### src/rtl/dcache_nway.sv
// dcache_nway: N-way set-associative, write-back, write-allocate data cache.
// On halt, dirty lines are written back, then optional statistics, then flushed rises.
// Optional feature macro: DCACHE_STATS_EN (hit/miss counters and the STATS write-out).
module dcache_nway #(
  parameter int unsigned SETS        = 8,
  parameter int unsigned WAYS        = 2,
  parameter int unsigned BLOCK_WORDS = 2,
  parameter logic [31:0] STATS_ADDR  = 32'h3100
) (
  input  logic        CLK,
  input  logic        RST,
  input  logic        dmemREN,
  input  logic        dmemWEN,
  input  logic [31:0] dmemaddr,
  input  logic [31:0] dmemstore,
  input  logic        halt,
  output logic        dhit,
  output logic [31:0] dmemload,
  output logic        flushed,
  output logic        mem_ren,
  output logic        mem_wen,
  output logic [31:0] mem_addr,
  output logic [31:0] mem_store,
  input  logic [31:0] mem_load,
  input  logic        mem_wait
);
  localparam int unsigned OFFB = $clog2(BLOCK_WORDS);
  localparam int unsigned IDXB = $clog2(SETS);
  localparam int unsigned TAGW = 30 - OFFB - IDXB;
  localparam int unsigned OW   = (OFFB > 0) ? OFFB : 1;
  localparam int unsigned IW   = IDXB;
  localparam int unsigned WW   = (WAYS > 1) ? $clog2(WAYS) : 1;

  typedef enum logic [2:0] {
    StIdle, StWb, StFetch, StFlushScan, StFlushWb,
`ifdef DCACHE_STATS_EN
    StStats,
`endif
    StDone
  } state_e;

  state_e          state_q, state_d;
  logic [WW-1:0]   vic_q, vic_d;
  logic [OW-1:0]   cnt_q, cnt_d;
  logic [IW-1:0]   sset_q, sset_d;
  logic [WW-1:0]   sway_q, sway_d;
`ifdef DCACHE_STATS_EN
  logic            stat_q, stat_d;
  logic [31:0]     hits_q, hits_d, miss_q, miss_d;
`endif

  logic [31:0]     data_q  [SETS][WAYS][BLOCK_WORDS];
  logic [TAGW-1:0] tag_q   [SETS][WAYS];
  logic [WAYS-1:0] valid_q [SETS];
  logic [WAYS-1:0] dirty_q [SETS];
  logic [WW-1:0]   ptr_q   [SETS];

  logic [OW-1:0]   req_off;
  logic [IW-1:0]   req_idx;
  logic [TAGW-1:0] req_tag;
  logic            hit, inv_found;
  logic [WW-1:0]   hit_way, inv_way, victim;
  logic            hit_we, miss_go, fill_we, fill_last, fwb_done;

  function automatic logic [31:0] line_addr(input logic [TAGW-1:0] t, input logic [IW-1:0] i,
                                            input logic [OW-1:0] w);
    return (32'(t) << (2 + OFFB + IDXB)) | (32'(i) << (2 + OFFB)) | (32'(w) << 2);
  endfunction

  assign req_off = OW'((dmemaddr >> 2) & 32'(BLOCK_WORDS - 1));
  assign req_idx = IW'(dmemaddr >> (2 + OFFB));
  assign req_tag = TAGW'(dmemaddr >> (2 + OFFB + IDXB));

  // Tag lookup and victim choice: lowest invalid way, else the set's round-robin pointer.
  always_comb begin
    hit       = 1'b0;
    hit_way   = '0;
    inv_found = 1'b0;
    inv_way   = '0;
    for (int w = 0; w < int'(WAYS); w++) begin
      if (valid_q[req_idx][w] && tag_q[req_idx][w] == req_tag) begin
        hit     = 1'b1;
        hit_way = WW'(w);
      end
      if (!valid_q[req_idx][w] && !inv_found) begin
        inv_found = 1'b1;
        inv_way   = WW'(w);
      end
    end
    victim = inv_found ? inv_way : ptr_q[req_idx];
  end

  assign dmemload = dhit ? data_q[req_idx][hit_way][req_off] : 32'hBAD0BAD0;

  // Next-state, memory-port outputs and storage write strobes.
  always_comb begin
    state_d   = state_q;
    vic_d     = vic_q;
    cnt_d     = cnt_q;
    sset_d    = sset_q;
    sway_d    = sway_q;
    dhit      = 1'b0;
    flushed   = 1'b0;
    mem_ren   = 1'b0;
    mem_wen   = 1'b0;
    mem_addr  = '0;
    mem_store = '0;
    hit_we    = 1'b0;
    miss_go   = 1'b0;
    fill_we   = 1'b0;
    fill_last = 1'b0;
    fwb_done  = 1'b0;
`ifdef DCACHE_STATS_EN
    stat_d    = stat_q;
`endif
    unique case (state_q)
      StIdle: begin
        if (halt) begin
          state_d = StFlushScan;
          sset_d  = '0;
          sway_d  = '0;
        end else if (dmemREN || dmemWEN) begin
          if (hit) begin
            dhit   = 1'b1;
            hit_we = dmemWEN;
          end else begin
            miss_go = 1'b1;
            vic_d   = victim;
            cnt_d   = '0;
            state_d = (valid_q[req_idx][victim] && dirty_q[req_idx][victim]) ? StWb : StFetch;
          end
        end
      end
      StWb: begin
        mem_wen   = 1'b1;
        mem_addr  = line_addr(tag_q[req_idx][vic_q], req_idx, cnt_q);
        mem_store = data_q[req_idx][vic_q][cnt_q];
        if (!mem_wait) begin
          if (cnt_q == OW'(BLOCK_WORDS - 1)) begin
            cnt_d   = '0;
            state_d = StFetch;
          end else begin
            cnt_d = cnt_q + 1'b1;
          end
        end
      end
      StFetch: begin
        mem_ren  = 1'b1;
        mem_addr = line_addr(req_tag, req_idx, cnt_q);
        if (!mem_wait) begin
          fill_we = 1'b1;
          if (cnt_q == OW'(BLOCK_WORDS - 1)) begin
            fill_last = 1'b1;
            cnt_d     = '0;
            state_d   = StIdle;
          end else begin
            cnt_d = cnt_q + 1'b1;
          end
        end
      end
      StFlushScan: begin
        if (valid_q[sset_q][sway_q] && dirty_q[sset_q][sway_q]) begin
          cnt_d   = '0;
          state_d = StFlushWb;
        end else if (sset_q == IW'(SETS - 1) && sway_q == WW'(WAYS - 1)) begin
`ifdef DCACHE_STATS_EN
          stat_d  = 1'b0;
          state_d = StStats;
`else
          state_d = StDone;
`endif
        end else if (sway_q == WW'(WAYS - 1)) begin
          sway_d = '0;
          sset_d = sset_q + 1'b1;
        end else begin
          sway_d = sway_q + 1'b1;
        end
      end
      StFlushWb: begin
        mem_wen   = 1'b1;
        mem_addr  = line_addr(tag_q[sset_q][sway_q], sset_q, cnt_q);
        mem_store = data_q[sset_q][sway_q][cnt_q];
        if (!mem_wait) begin
          if (cnt_q == OW'(BLOCK_WORDS - 1)) begin
            fwb_done = 1'b1;
            cnt_d    = '0;
            state_d  = StFlushScan;
          end else begin
            cnt_d = cnt_q + 1'b1;
          end
        end
      end
`ifdef DCACHE_STATS_EN
      StStats: begin
        mem_wen   = 1'b1;
        mem_addr  = stat_q ? STATS_ADDR + 32'd4 : STATS_ADDR;
        mem_store = stat_q ? miss_q : hits_q;
        if (!mem_wait) begin
          if (stat_q) state_d = StDone;
          else        stat_d  = 1'b1;
        end
      end
`endif
      StDone:  flushed = 1'b1;
      default: state_d = StIdle;
    endcase
  end

`ifdef DCACHE_STATS_EN
  // Saturating hit/miss counters.
  always_comb begin
    hits_d = (dhit && hits_q != '1) ? hits_q + 32'd1 : hits_q;
    miss_d = (miss_go && miss_q != '1) ? miss_q + 32'd1 : miss_q;
  end
`endif

  // Control state registers.
  always_ff @(posedge CLK) begin
    if (RST) begin
      state_q <= StIdle;
      vic_q   <= '0;
      cnt_q   <= '0;
      sset_q  <= '0;
      sway_q  <= '0;
`ifdef DCACHE_STATS_EN
      stat_q  <= 1'b0;
      hits_q  <= '0;
      miss_q  <= '0;
`endif
    end else begin
      state_q <= state_d;
      vic_q   <= vic_d;
      cnt_q   <= cnt_d;
      sset_q  <= sset_d;
      sway_q  <= sway_d;
`ifdef DCACHE_STATS_EN
      stat_q  <= stat_d;
      hits_q  <= hits_d;
      miss_q  <= miss_d;
`endif
    end
  end

  // Line storage; the victim is invalidated at miss start so an aborted refill stays invalid.
  always_ff @(posedge CLK) begin
    if (RST) begin
      for (int s = 0; s < int'(SETS); s++) begin
        valid_q[s] <= '0;
        dirty_q[s] <= '0;
        ptr_q[s]   <= '0;
      end
    end else begin
      if (hit_we) begin
        data_q[req_idx][hit_way][req_off] <= dmemstore;
        dirty_q[req_idx][hit_way]         <= 1'b1;
      end
      if (miss_go) valid_q[req_idx][vic_d] <= 1'b0;
      if (fill_we) data_q[req_idx][vic_q][cnt_q] <= mem_load;
      if (fill_last) begin
        tag_q[req_idx][vic_q]   <= req_tag;
        valid_q[req_idx][vic_q] <= 1'b1;
        dirty_q[req_idx][vic_q] <= 1'b0;
        ptr_q[req_idx]          <= (WAYS > 1) ? ptr_q[req_idx] + 1'b1 : '0;
      end
      if (fwb_done) dirty_q[sset_q][sway_q] <= 1'b0;
    end
  end
endmodule
### config.mk
export PLATFORM = sky130hd
export DESIGN_NAME = dcache_nway
export DESIGN_NICKNAME = d
export VERILOG_FILES = /design/src/rtl/dcache_nway.sv
export SDC_FILE = /design/constraint.sdc
export NUM_CORES = 2
export LEC_CHECK = 0
export ABC_CLOCK_PERIOD_IN_PS = 6100
export CAP_MARGIN = 20
export CORE_AREA = 4 4 460 462
export CTS_BUF_LIST = sky130_fd_sc_hd__clkbuf_4 sky130_fd_sc_hd__clkbuf_8 sky130_fd_sc_hd__clkbuf_16
export DETAILED_ROUTE_END_ITERATION = 10
export DIE_AREA = 0 0 464 466
export PLACE_DENSITY_LB_ADDON = 0.2
export SYNTH_ARGS = -nofsm -noshare
export SYNTH_HDL_FRONTEND = slang
export SYNTH_SLANG_ARGS = --single-unit
### constraint.sdc
create_clock -name CLK -period 6.1 [get_ports CLK]
set_clock_uncertainty 0.05 [all_clocks]
set_input_delay 0.915 -clock CLK [delete_from_list [all_inputs] [get_ports CLK]]
set_output_delay 0.915 -clock CLK [all_outputs]
set_load 0.01 [all_outputs]
==> results by group <==
STA
  • Headroom to the max-slew limit: 0.188
  • Fin crit period: 6.09 ns
  • Crit share post-route: 0.999
  • Hold_ws: ~0.57 ns
  • Achievable frequency: 0.164 GHz
  • Final setup vio count: 0
  • Final Hold Fails: 0
  • Measured slew at the worst slew-check pin: between 1 and 1.5 ns
  • Max Transition Viols Final: 0

Drt
  • Vias: about 50000
  • Iter 0 DRT Violations: around 6400
  • Routed length per instance: between 30 and 40 um
  • DRC viols: 0
  • Via-to-Cell Ratio: between 6 and 7
  • Final antenna-violating net count: 0
  • Routed WL: 286000 um
  • Initial DRT Pass Iterations: 6

Layout
  • Area Overhead vs Synth: 19.0%
  • Fillers: between 15000 and 20000
  • Fin area: about 86000 um^2
  • Share of cells above drive strength 1: 0.299
  • Post-Layout Cell Count: around 7600
  • Net count, final: around 4800
  • Fin util: 0.415

Clock network
  • Clk sink count: ~1500
  • TritonCTS clock tree: built
  • Clk root buf: clkbuf_16
  • TritonCTS buffer count: 170
  • H-tree Lvls: 4
  • Clock Latency Late Sink: 0.84 ns
  • Clock buffer depth: 3
  • Clock-pin slew on the worst setup and hold paths: approximately 0.05 ns

Logic synthesis
  • Ys Warns: 0
  • Top_reg_cell synth: edfxtp_1
  • Yosys top cell by area: edfxtp_1
  • Count leader, synth: edfxtp_1
  • Post-synth top cells: edfxtp_1, mux4_2, a22oi_1, nand2_1, clkbuf_1
  • Largest cells by area after synthesis: edfxtp_1, mux4_2, a22oi_1
  • Synth top area share: 0.616
  • EDFF count, synth: roughly 1500
  • Post-Syn Instances: approximately 4300
  • Seq/Total Area, Yosys: 0.619
  • FFs w/ async S/R, synth: 0
  • Seq cells post-synth: 1492
  • Synth cell types: 80
  • Avg Synthesized Cell Area: around 17 um^2
  • Synth Cell Area: 72200 um^2

GRT
  • Total grt overflow: 0
  • Initial antenna violation count: 17
  • First-pass GRT wire length: a little under 400000 um
  • Tot GR Track Use: 0.258
  • Largest net degree at the start of global routing: 110
  • Vias in the first global route: 48200

Die
  • Num rows: 167
  • Die area: approximately 220000 um^2
  • Die Span Y: 466 um
  • Die W: approximately 460 um
  • Core area: between 200000 and 250000 um^2
  • Initial core utilization: 0.349
  • # IOs: 202

Worst setup path
  • Critical setup path kind: in -> out
  • Crit Path Max Fanout: 8
  • Crit. End Element: output pin
  • Crit path largest cell delay: 0.54 ns
  • Critical path required time: approximately 5.1 ns
  • Cell mode on critical path: buf_4
  • Critical path arrival: 5.13 ns
  • CP max stage cell: or4_1
  • Setup crit start kind: input pin
  • Critical path, cell by cell: buf_4 > buf_4 > nand2b_1 > o22ai_1 > nor3_1 > nand4b_1 > or4_1 > nor4_2 > buf_4 > o21bai_2 > nand2_2 > inv_1 > buf_4 > o211ai_1 > buf_4 > clkdlybuf4s50_1

Power and ir drop
  • Cell Pwr Density: 286 nW/um^2
  • VDD IR-drop max: approximately 0.00031 V
  • Clk network pwr share: 0.412
  • NetSw: slightly above 6 mW
  • Int Pwr: 18.3 mW
  • Sw Share: 0.254
  • Overall Power: 24.5 mW
  • Seq pwr share: 0.468
  • P_leak: 26.3 nW
  • Comb power frac: 0.120

Run status
  • Status: finished clean

Place
  • GP Congestion: 0.852
  • Final HPWL DP: 165000 um
  • Dpl cell area: approximately 80000 um^2
  • Port Buffers: 197
  • DP Cell Count: 7261

Min path
  • Worst min path class: reg -> reg

Run
  • Max-Cap Viols: 0
stage by stage:
| stage | setup TNS, ns | setup slack (ns) |
|---|---|---|
| final | 0 | 0.00730 |
| after global routing | -0.0453 | -0.0318 |
| after floorplan | 0 | 0.661 |
| after detailed placement | -0.890 | -0.209 |
| after global placement | -1.32 | -0.252 |
| after CTS | 0 | 0.000456 |
critical path, delay by kind of cell:
| kind | cells | cell delay [ns] |
|---|---|---|
| AOI/OAI and AO/OA | 3 | 0.67 |
| and+or+nand+nor | 6 | 1.66 |
| buffers and inverters | 7 | 1.84 |
cell usage in the layout, fill, tap and decap left out, types with 10 or more instances in the layout:
| cell type | netlist | final |
|---|---|---|
| clkinv_2 | 0 | 31 |
| clkbuf_16 | 0 | 171 |
| xnor2_1 | 25 | 24 |
| nor2_4 | 0 | 53 |
| o211ai_1 | 21 | 21 |
| a211oi_1 | 15 | 15 |
| nand3_1 | 44 | 44 |
| bufinv_16 | 0 | 10 |
| nand4_1 | 13 | 13 |
| mux2_2 | 141 | 141 |
| nand2_1 | 248 | 241 |
| nor2_1 | 196 | 139 |
| o21ai_0 | 91 | 90 |
| mux2i_1 | 201 | 199 |
| xor2_1 | 19 | 18 |
| mux4_2 | 564 | 564 |
| and4_1 | 60 | 59 |
| nor3_1 | 12 | 10 |
| clkdlybuf4s50_1 | 0 | 187 |
| a22o_1 | 35 | 35 |
| clkbuf_4 | 0 | 38 |
| and2_1 | 16 | 11 |
| nor4_1 | 11 | 10 |
| a21oi_1 | 75 | 75 |
| a22oi_1 | 377 | 376 |
| o22ai_1 | 47 | 46 |
| buf_12 | 0 | 87 |
| inv_1 | 16 | 15 |
| a221oi_1 | 64 | 63 |
| edfxtp_1 | 1480 | 1480 |
| buf_4 | 12 | 243 |
| and3_1 | 31 | 30 |
| a21o_1 | 17 | 17 |
| clkinv_1 | 1 | 35 |
routing by layer:
layer,track usage,up-vias,wire length [um],part of all wire
li1,-,18900,-,-
met2,0.408,3242,132000,0.46
met3,0.0640,628,30400,0.11
met4,0.0937,2,11600,0.041
met5,0,-,9,0.000032
met1,0.345,26000,111000,0.39
registers in the layout, indices dropped and copies added, names as in the netlist, named ones only:
signal   count
sway_q       1
sset_q       3
ptr_q        8
cnt_q        1
tag_q      416
valid_q     16
data_q    1024
state_q      3
vic_q        1
dirty_q     16
power groups by stage:
stage          Sequential (mW)  Combinational, mW  Clock, mW
2_1_floorplan             11.6               1.46          0
5_1_grt                   11.5               3.08       10.7
3_5_place_dp              11.7               2.89          0
4_1_cts                   11.5               2.92       10.2
6_report                  11.5               2.95       10.1
3_3_place_gp              11.7               2.88          0
final timing paths:
path | start | endpoint | cells past startpoint | slack (ns)
setup / recovery | dmemaddr[5] | dmemload[12] | 16 | 0.007
hold / removal | sset_q[0] | flip-flop | 2 | 0.57
setup reg to reg | tag_q[3][17] | data_q[7][113] | 12 | 1.51
hold reg to reg | sset_q[0] | flip-flop | 2 | 0.57
cell type report:
class	instances	area, um^2	area share
Sequential cell	1492	44700	0.520
Multi-Input combinational cell	2450	26400	0.308
Timing Repair Buffer	532	5700	0.0664
Clock buffer	212	4610	0.0536
Tap cell	2788	3490	0.0406
Clock inverter	99	866	0.0101
Inverter	17	67.6	0.000787
Antenna cell	8	20.0	0.000233
cell families (layout without fill, tap and decap cells):
logic type      Yosys count  after routing  share of synthesized area
flops                  1492           1492                      0.619
mux                     908            908                      0.226
compound gates          806            806                     0.0799
xor+xnor                 44             44                    0.00534
buf+inv                 383            860                     0.0227
other cells               1             10                  0.0000519
simple gates            688            688                     0.0466
fa+ha+maj                 2              2                   0.000347
what timing repair did:
item / in CTS / in global routing
pin swaps: 3 / 1
hold buffers: 0 / 0
gates cloned: 2 / 0
gates resized for setup: 11 / 19
buffers inserted: 7 / 9
endpoints found under the setup margin: 25 / 22
Power figures use the tool's default switching activity.
